### src/rtl/cp0_regfile.sv
// CP0 register file: BadVAddr, Count, Compare, Status, Cause, EPC, PRId, Config.
// Ports: clk/resetn, ra/rdata read, we/wa/wdata mtc0, exc_*/eret commit, ext_int, int_req/epc/exl.
module cp0_regfile #(
  parameter logic [31:0] PRID   = 32'h0000_4220,
  parameter logic [31:0] CONFIG = 32'h8000_0000
) (
  input  logic        clk,
  input  logic        resetn,
  input  logic [7:0]  ra,
  output logic [31:0] rdata,
  input  logic        we,
  input  logic [7:0]  wa,
  input  logic [31:0] wdata,
  input  logic        exc_valid,
  input  logic [4:0]  exc_code,
  input  logic [31:0] exc_pc,
  input  logic        exc_bd,
  input  logic        exc_badv_we,
  input  logic [31:0] exc_badvaddr,
  input  logic        eret,
  input  logic [5:0]  ext_int,
  output logic        int_req,
  output logic [31:0] epc,
  output logic        exl
);

  localparam logic [7:0] A_BADV = 8'h40;
  localparam logic [7:0] A_CNT  = 8'h48;
  localparam logic [7:0] A_CMP  = 8'h58;
  localparam logic [7:0] A_STAT = 8'h60;
  localparam logic [7:0] A_CAUS = 8'h68;
  localparam logic [7:0] A_EPC  = 8'h70;
  localparam logic [7:0] A_PRID = 8'h78;
  localparam logic [7:0] A_CFG  = 8'h80;

  logic [31:0] badv_q, badv_d;
  logic [31:0] count_q, count_d;
  logic [31:0] compare_q, compare_d;
  logic [31:0] epc_q, epc_d;
  logic [7:0]  im_q, im_d;
  logic        exl_q, exl_d;
  logic        ie_q, ie_d;
  logic        bd_q, bd_d;
  logic        ti_q, ti_d;
  logic [5:0]  hw_q, hw_d;
  logic [1:0]  sw_q, sw_d;
  logic [4:0]  code_q, code_d;
  logic        tick_q, tick_d;
  logic        cwr_q, cwr_d;

  logic        wr;
  logic [7:0]  ip;
  logic [31:0] status_r, cause_r;

  // A commit write is dropped when its instruction is cancelled by an exception.
  assign wr = we & ~exc_valid;

  assign ip = {hw_q[5] | ti_q, hw_q[4:0], sw_q};

  assign status_r = {9'b0, 1'b1, 6'b0, im_q, 6'b0, exl_q, ie_q};
  assign cause_r  = {bd_q, ti_q, 14'b0, ip, 1'b0, code_q, 2'b0};

  assign int_req = ie_q & ~exl_q & |(ip & im_q);
  assign epc     = epc_q;
  assign exl     = exl_q;

  always_comb begin
    rdata = 32'b0;
    unique case (ra)
      A_BADV:  rdata = badv_q;
      A_CNT:   rdata = count_q;
      A_CMP:   rdata = compare_q;
      A_STAT:  rdata = status_r;
      A_CAUS:  rdata = cause_r;
      A_EPC:   rdata = epc_q;
      A_PRID:  rdata = PRID;
      A_CFG:   rdata = CONFIG;
      default: rdata = 32'b0;
    endcase
  end

  always_comb begin
    badv_d    = badv_q;
    count_d   = tick_q ? count_q + 32'd1 : count_q;
    compare_d = compare_q;
    epc_d     = epc_q;
    im_d      = im_q;
    exl_d     = exl_q;
    ie_d      = ie_q;
    bd_d      = bd_q;
    sw_d      = sw_q;
    code_d    = code_q;
    tick_d    = ~tick_q;
    cwr_d     = cwr_q;
    hw_d      = ext_int;
    // Timer match is ignored while Count sits at its untouched reset zero.
    ti_d = ti_q |
      ((count_q == compare_q) && (count_q != 32'b0 || cwr_q));

    if (wr) begin
      unique case (wa)
        A_CNT: begin
          count_d = wdata;
          cwr_d   = 1'b1;
        end
        A_CMP: begin
          compare_d = wdata;
          ti_d      = 1'b0;
        end
        A_STAT: begin
          im_d  = wdata[15:8];
          exl_d = wdata[1];
          ie_d  = wdata[0];
        end
        A_CAUS:  sw_d  = wdata[9:8];
        A_EPC:   epc_d = wdata;
        default: ;
      endcase
    end

    if (eret) exl_d = 1'b0;

    if (exc_valid) begin
      code_d = exc_code;
      exl_d  = 1'b1;
      if (!exl_q) begin
        epc_d = exc_bd ? exc_pc - 32'd4 : exc_pc;
        bd_d  = exc_bd;
      end
      if (exc_badv_we) badv_d = exc_badvaddr;
    end
  end

  always_ff @(posedge clk) begin
    if (!resetn) begin
      badv_q    <= 32'b0;
      count_q   <= 32'b0;
      compare_q <= 32'b0;
      epc_q     <= 32'b0;
      im_q      <= 8'b0;
      exl_q     <= 1'b0;
      ie_q      <= 1'b0;
      bd_q      <= 1'b0;
      ti_q      <= 1'b0;
      hw_q      <= 6'b0;
      sw_q      <= 2'b0;
      code_q    <= 5'b0;
      tick_q    <= 1'b0;
      cwr_q     <= 1'b0;
    end else begin
      badv_q    <= badv_d;
      count_q   <= count_d;
      compare_q <= compare_d;
      epc_q     <= epc_d;
      im_q      <= im_d;
      exl_q     <= exl_d;
      ie_q      <= ie_d;
      bd_q      <= bd_d;
      ti_q      <= ti_d;
      hw_q      <= hw_d;
      sw_q      <= sw_d;
      code_q    <= code_d;
      tick_q    <= tick_d;
      cwr_q     <= cwr_d;
    end
  end

endmodule

### config.mk
export PLATFORM = sky130hd
export DESIGN_NAME = cp0_regfile
export DESIGN_NICKNAME = d
export VERILOG_FILES = /design/src/rtl/cp0_regfile.sv
export SDC_FILE = /design/constraint.sdc
export NUM_CORES = 1
export LEC_CHECK = 0
export CORE_MARGIN = 3
export CORE_UTILIZATION = 51
export DETAILED_ROUTE_END_ITERATION = 8
export GPL_ROUTABILITY_DRIVEN = 0
export MAX_ROUTING_LAYER = met4
export PLACE_DENSITY_LB_ADDON = 0.2
export SLEW_MARGIN = 0
export SYNTH_ARGS = -nofsm -noshare
export SYNTH_HDL_FRONTEND = slang
export SYNTH_SLANG_ARGS = --single-unit
### constraint.sdc
create_clock -name clk -period 2.6 [get_ports clk]
set_clock_uncertainty 0.1 [all_clocks]
set_input_delay 0.39 -clock clk [delete_from_list [all_inputs] [get_ports clk]]
set_output_delay 0.39 -clock clk [all_outputs]
set_load 0.005 [all_outputs]
==> flow_summary.toml, run 1 <==
[outcome]
status = "completed"

[die]
core_area_mm2 = 0.0155
dieArea_mm2 = 0.0178
ios = 196
die_h_um = 133
fp-row-count = 45
die_x_um = 133
initial_core_util_pct = 53.2

[clocking]
cts_tree = "done"
clockBufferDepth = 2
cts.sinks = 155
path_clk_slew_ns = 0.06
cts_buffers = 17
clockRootBuffer = "clkbuf_16"
worstSkewPairLatency_ns = 0.43
htree_levels = 4

[finish]
antenna_cells = 0
fin_area_mm2 = 0.0116
syn2layout_area_growth_pct = 40.1
drive_gt1_share_pct = 16.8
final_cells = 1432
fin_nets = 1341
final_util_pct = 74.6

[critical_path]
crit_path_cell_trace = "clkdlybuf4s15_1 > nor3_2 > buf_4 > nand2_4 > nor4_4 > buf_6 > buf_4 > buf_6 > a22oi_1 > nand2_1 > clkdlybuf4s15_1"
critical_path_required_ns = 2.11
crit_slowest_cell = "nor4_4"
crit_buf_inv = 6
cp_top_family = "buffers and inverters"
max_stage_delay_ns = 0.29
startpoint_type = "input port"
endpoint_kind = "output pin"
arrival_ns = 2.07
worstSetupPathType = "in -> out"
cp_max_fo = 4

[logic_synthesis]
synth_top_family_by_area = "simple AND/OR/NAND/NOR gates"
synth-compound-area-share_pct = 17.6
seq_area_frac_synth_pct = 37.5
synthCells = 988
syn_avg_cell_area_um2 = 8.37
synth-seq-cells = 155
ys_types = 56
synth_nets = 1121
synthAdderAreaFrac_pct = 0.454
synth_xor_xnor_area_share_pct = 8.79
synthMuxAreaShare_pct = 10.2
yosysWarningCount = 0
synthSimpleGateAreaFrac_pct = 21.1
synth.cell_area_mm2 = 0.00827

[sta]
finalSetupViolCount = 0
timing.final.crit_share_pct = 98.3
slew_headroom_pct = 50.3
worstMarginPinSlew_ns = 0.746
holdWs_ns = 0.351
setup_tns_ns = 0
finalWorstSetupSlack_ns = 0.0434
max_freq_ghz = 0.391
timing_hold_violations_final = 0
final_max_slew_viol_count = 0
rsz0062_at_grt = "true"
period_minus_slack_ns = 2.56

[min_path]
hp-class = "reg -> reg"

[flow_run]
max_cap_viol_count = 0

[route]
drt_wl_total_um = 32100
vias_per_cell = 6.28
dr.pass1.iters = 6
drc = 0
routedWlPerCell_um = 22.4
drt-initial-drc-count = 1289
ant_nets = 0
vias = 8995

[pwr]
power_mw = 5.76
total_leakage_power_nw = 5.04
power_density_mw_per_mm2 = 497
irDropWorstVdd_uv = 572

[global_routing]
grt_pass1_vias = 8491
grt_first_pass_wirelength_um = 48600
grt_max_degree = 64
grt.total_usage_pct = 36.1
grt_antenna_before_repair = 0
grt_overflow = 0

[place]
dp.cells = 1373
dp_slack_ns = -0.568
port_buffers = 195
placed_area_mm2 = 0.0107
dp_hpwl_um = 22500
[cell type report]
| type | count | area [µm²] |
|---|---|---|
| timing repair buffer | 279 | 2650 |
| multi-input combinational | 744 | 4950 |
| clock buffer | 25 | 495 |
| clock inverter | 7 | 87.6 |
| inverter | 11 | 41.3 |
| tap | 211 | 264 |
| fill | 1117 | 3950 |
| sequential | 155 | 3100 |
[power breakdown]
group / switching, mW / internal [mW] / total (mW) / leakage (nW)
combinational: 0.342 / 0.388 / 0.730 / 3.49
clock: 0.980 / 1.51 / 2.49 / 0.287
sequential: 0.0825 / 2.46 / 2.54 / 1.26
[cells in the mapped netlist (all sizes together)]
| cell type | instances | area [µm²] |
|---|---|---|
| mux2 | 16 | 180 |
| a222oi | 12 | 120 |
| or2 | 3 | 18.8 |
| or3 | 14 | 100 |
| a31oi | 9 | 56.3 |
| nor3b | 2 | 15.0 |
| and4 | 2 | 17.5 |
| mux2i | 66 | 661 |
| o21ai | 53 | 265 |
| o22ai | 3 | 18.8 |
| a211oi | 14 | 105 |
| a22o | 1 | 8.76 |
| nor4 | 27 | 215 |
| buf | 20 | 105 |
| ha | 3 | 37.5 |
| o211ai | 3 | 22.5 |
| nor2 | 78 | 293 |
| nand3 | 23 | 120 |
| clkbuf | 58 | 218 |
| o31ai | 1 | 7.51 |
| a22oi | 54 | 405 |
| nor3 | 20 | 126 |
| nand2 | 122 | 458 |
| a311oi | 2 | 17.5 |
| xnor2 | 31 | 272 |
| nor4b | 4 | 56.3 |
| or4 | 5 | 41.3 |
| nor2b | 3 | 18.8 |
| nand4 | 17 | 128 |
| nand2b | 3 | 18.8 |
| nand3b | 1 | 7.51 |
| dfxtp | 155 | 3100 |
| and3b | 2 | 17.5 |
| and2 | 9 | 56.3 |
| inv | 11 | 41.3 |
| xor2 | 52 | 455 |
| a21oi | 80 | 400 |
| a221oi | 1 | 8.76 |
| and3 | 6 | 37.5 |
| o211a | 2 | 20.0 |
[sequential cells by signal, summed over array words and instances (netlist names), 2 cells and up]
register,count
count_q,32
sw_q,2
badv_q,32
code_q,5
im_q,8
epc,32
compare_q,32
hw_q,6
[placed cells by master, fill, tap and decap left out, types with 31 or more instances in the layout]
cell             count
dfxtp_1            155
clkdlybuf4s50_1    154
nand2_1            121
a21oi_1             80
nor2_1              78
mux2i_1             66
buf_4               59
xor2_1              52
a22oi_1             44
o21ai_0             40
xnor2_1             31
[path summary, 6_finish.rpt]
kind,start,to,slack [ns],depth (start not counted)
min reg2reg,cwr_q,cwr_q,0.35,2
max,ra[1],rdata[27],0.04,11
min,cwr_q,cwr_q,0.35,2
max reg2reg,count_q[0],count_q[30],0.43,6
[metal layers]
layer,track usage [%],wire (µm)
met5,-,0
met2,54.4,14400
met1,47.9,12700
met4,11.8,1290
met3,8.57,3730
[worst reg2reg max path: stages, from the launching register on]
cell	delay (ns)
dfxtp_1	0.49
ha_1	0.23
and4_1	0.25
and2_1	0.19
nand4_1	0.26
or3_1	0.39
a31oi_1	0.19
[cells by family (layout without fill, tap and decap cells)]
kind of cell / after synthesis / after routing
AND/OR/NAND/NOR: 341 / 341
AO/OA/AOI/OAI: 235 / 235
flip-flops: 155 / 155
buffers and inverters: 89 / 322
XOR/XNOR: 83 / 83
multiplexers: 82 / 82
adder cells (fa/ha/maj): 3 / 3
[what timing repair did]
action | in CTS | in global routing
gates resized for setup | 145 | 21
endpoints found under the setup margin | 32 | 26
setup buffers | 22 | 2
hold buffers | 0 | 0
cloned | 6 | 0
pin swaps | 29 | 11
Note: power is estimated with default switching activity, not from simulation.
==> run 2, diff against run 1 <==
--- a/config.mk
+++ b/config.mk
@@ -10,6 +10,4 @@
 export DETAILED_ROUTE_END_ITERATION = 8
-export GPL_ROUTABILITY_DRIVEN = 0
 export MAX_ROUTING_LAYER = met4
 export PLACE_DENSITY_LB_ADDON = 0.2
-export SLEW_MARGIN = 0
 export SYNTH_ARGS = -nofsm -noshare
--- a/constraint.sdc
+++ b/constraint.sdc
@@ -4,2 +4,2 @@
 set_output_delay 0.39 -clock clk [all_outputs]
-set_load 0.005 [all_outputs]
+set_load 0.02 [all_outputs]
==> flow_summary.toml, run 2 (same netlist as run 1, synthesis figures left out) <==
[clocking]
hold_buffers = 0
clockRootBuffer = "clkbuf_16"
worstSkewPairLatency_ns = 0.43
cts_buffers = 17
clockBufferDepth = 2
cts.sinks = 155
path_clk_slew_ns = 0.06
cts_tree = "done"
htree_levels = 4

[finish]
antenna_cells = 0
drive_gt1_share_pct = 14.8
fillers = 1207
fin_nets = 1319
final_cell_mix = "dfxtp_1 (155), clkdlybuf4s50_1 (154), nand2_1 (121)"
syn2layout_area_growth_pct = 38.1
mostFrequentLayoutCell = "dfxtp_1"

[sta]
final_max_slew_viol_count = 0
timing.final.crit_share_pct = 98.1
holdWs_ns = 0.352
slew_headroom_pct = 57.1
finalSetupViolCount = 0
max_freq_ghz = 0.392
period_minus_slack_ns = 2.55
timing_hold_violations_final = 0
finalWorstSetupSlack_ns = 0.0497
setup_tns_ns = 0
worstMarginPinSlew_ns = 0.643
rsz0062_at_grt = "true"

[flow_run]
max_cap_viol_count = 0

[route]
drt_wl_total_um = 30800
drc = 0
vias_per_cell = 6.14
dr.pass1.iters = 6
routedWlPerCell_um = 21.8
drt-initial-drc-count = 1090
vias = 8663
ant_nets = 0

[place]
gp_congestion = 1.03
dp_hpwl_um = 22700
port_buffers = 195
dp_slack_ns = -0.563

[die]
die_h_um = 133
die_x_um = 133
ios = 196
fp-row-count = 45
dieArea_mm2 = 0.0178
core_area_mm2 = 0.0155
initial_core_util_pct = 53.2

[outcome]
status = "completed"

[global_routing]
grt_max_degree = 61
grt_antenna_before_repair = 0
grt_pass1_vias = 7972
grt_overflow = 0
grt_first_pass_wirelength_um = 46600
grt.total_usage_pct = 34.8

[critical_path]
startpoint_type = "input port"
worstSetupPathType = "in -> out"
cp_max_fo = 8
critical_path_required_ns = 2.11
endpoint_kind = "output pin"
arrival_ns = 2.06

[min_path]
hp-class = "reg -> reg"

[pwr]
power_density_mw_per_mm2 = 515
irDropWorstVdd_uv = 488
power_mw = 5.89
total_leakage_power_nw = 4.93
==> run 2: cell count changes in the layout (fill, tap and decap cells not counted), moves of 2 or more <==
cell / previous run / this run
a22oi_2: 10 / 2
a22oi_1: 44 / 52
clkinvlp_4: 1 / 6
inv_6: 0 / 2
buf_2: 17 / 12
clkinv_2: 4 / 1
clkdlybuf4s15_1: 4 / 0
clkdlybuf4s15_2: 2 / 0
dlygate4sd2_1: 5 / 8
clkbuf_1: 4 / 1
clkbuf_2: 12 / 0
clkbuf_8: 4 / 1
==> run 2: report_power, final <==
group          switching [mW]  internal [mW]
logic                   0.379          0.382
clock network            1.05           1.54
registers              0.0788           2.46
total                    1.51           4.38
==> run 2: path summary, 6_finish.rpt <==
| kind | slack (ns) | depth (start not counted) | start | endpoint |
|---|---|---|---|---|
| max | 0.05 | 9 | ra[1] | rdata[21] |
| min | 0.35 | 2 | cwr_q | cwr_q |
| max reg2reg | 0.45 | 6 | count_q[0] | count_q[28] |
| min reg2reg | 0.35 | 2 | cwr_q | cwr_q |
==> run 2: layer usage <==
layer	global-route usage (%)	share of wire, %	routed length, µm
met5	-	0	0
met4	10.0	2.3	692
met3	5.48	11	3340
met2	50.7	45	13700
met1	50.0	42	13000
==> run 2: metrics by stage <==
stage	cells	instance area, µm²	utilization [%]
floorplan	988	8270	-
global placement	1367	10700	68.8
detailed placement	1367	10700	68.8
CTS	1411	11400	73.6
global route	1410	11400	73.6
finish	1410	11400	73.6
==> run 2: timing repair <==
item	in CTS	in global routing
cloned	4	0
gates resized for setup	177	4
pin swaps	12	6
buffers inserted	9	0
setup endpoints to repair	32	29
==> run 2: worst max-delay path: stages <==
cell           delay [ns]
dlygate4sd2_1        0.26
nor3_4               0.34
nand3_4              0.14
nor3b_4              0.26
buf_6                0.17
buf_12               0.13
a22oi_1              0.12
nand2_1              0.11
buf_4                0.14
==> run 2: cell type report <==
type / instances / area [µm²] / share of cell area [%]
tap: 211 / 264 / 2.31
timing repair buffer: 257 / 2510 / 22.0
sequential: 155 / 3100 / 27.1
clock buffer: 19 / 443 / 3.88
inverter: 11 / 41.3 / 0.361
multi-input combinational: 744 / 4900 / 42.9
clock inverter: 13 / 166 / 1.46
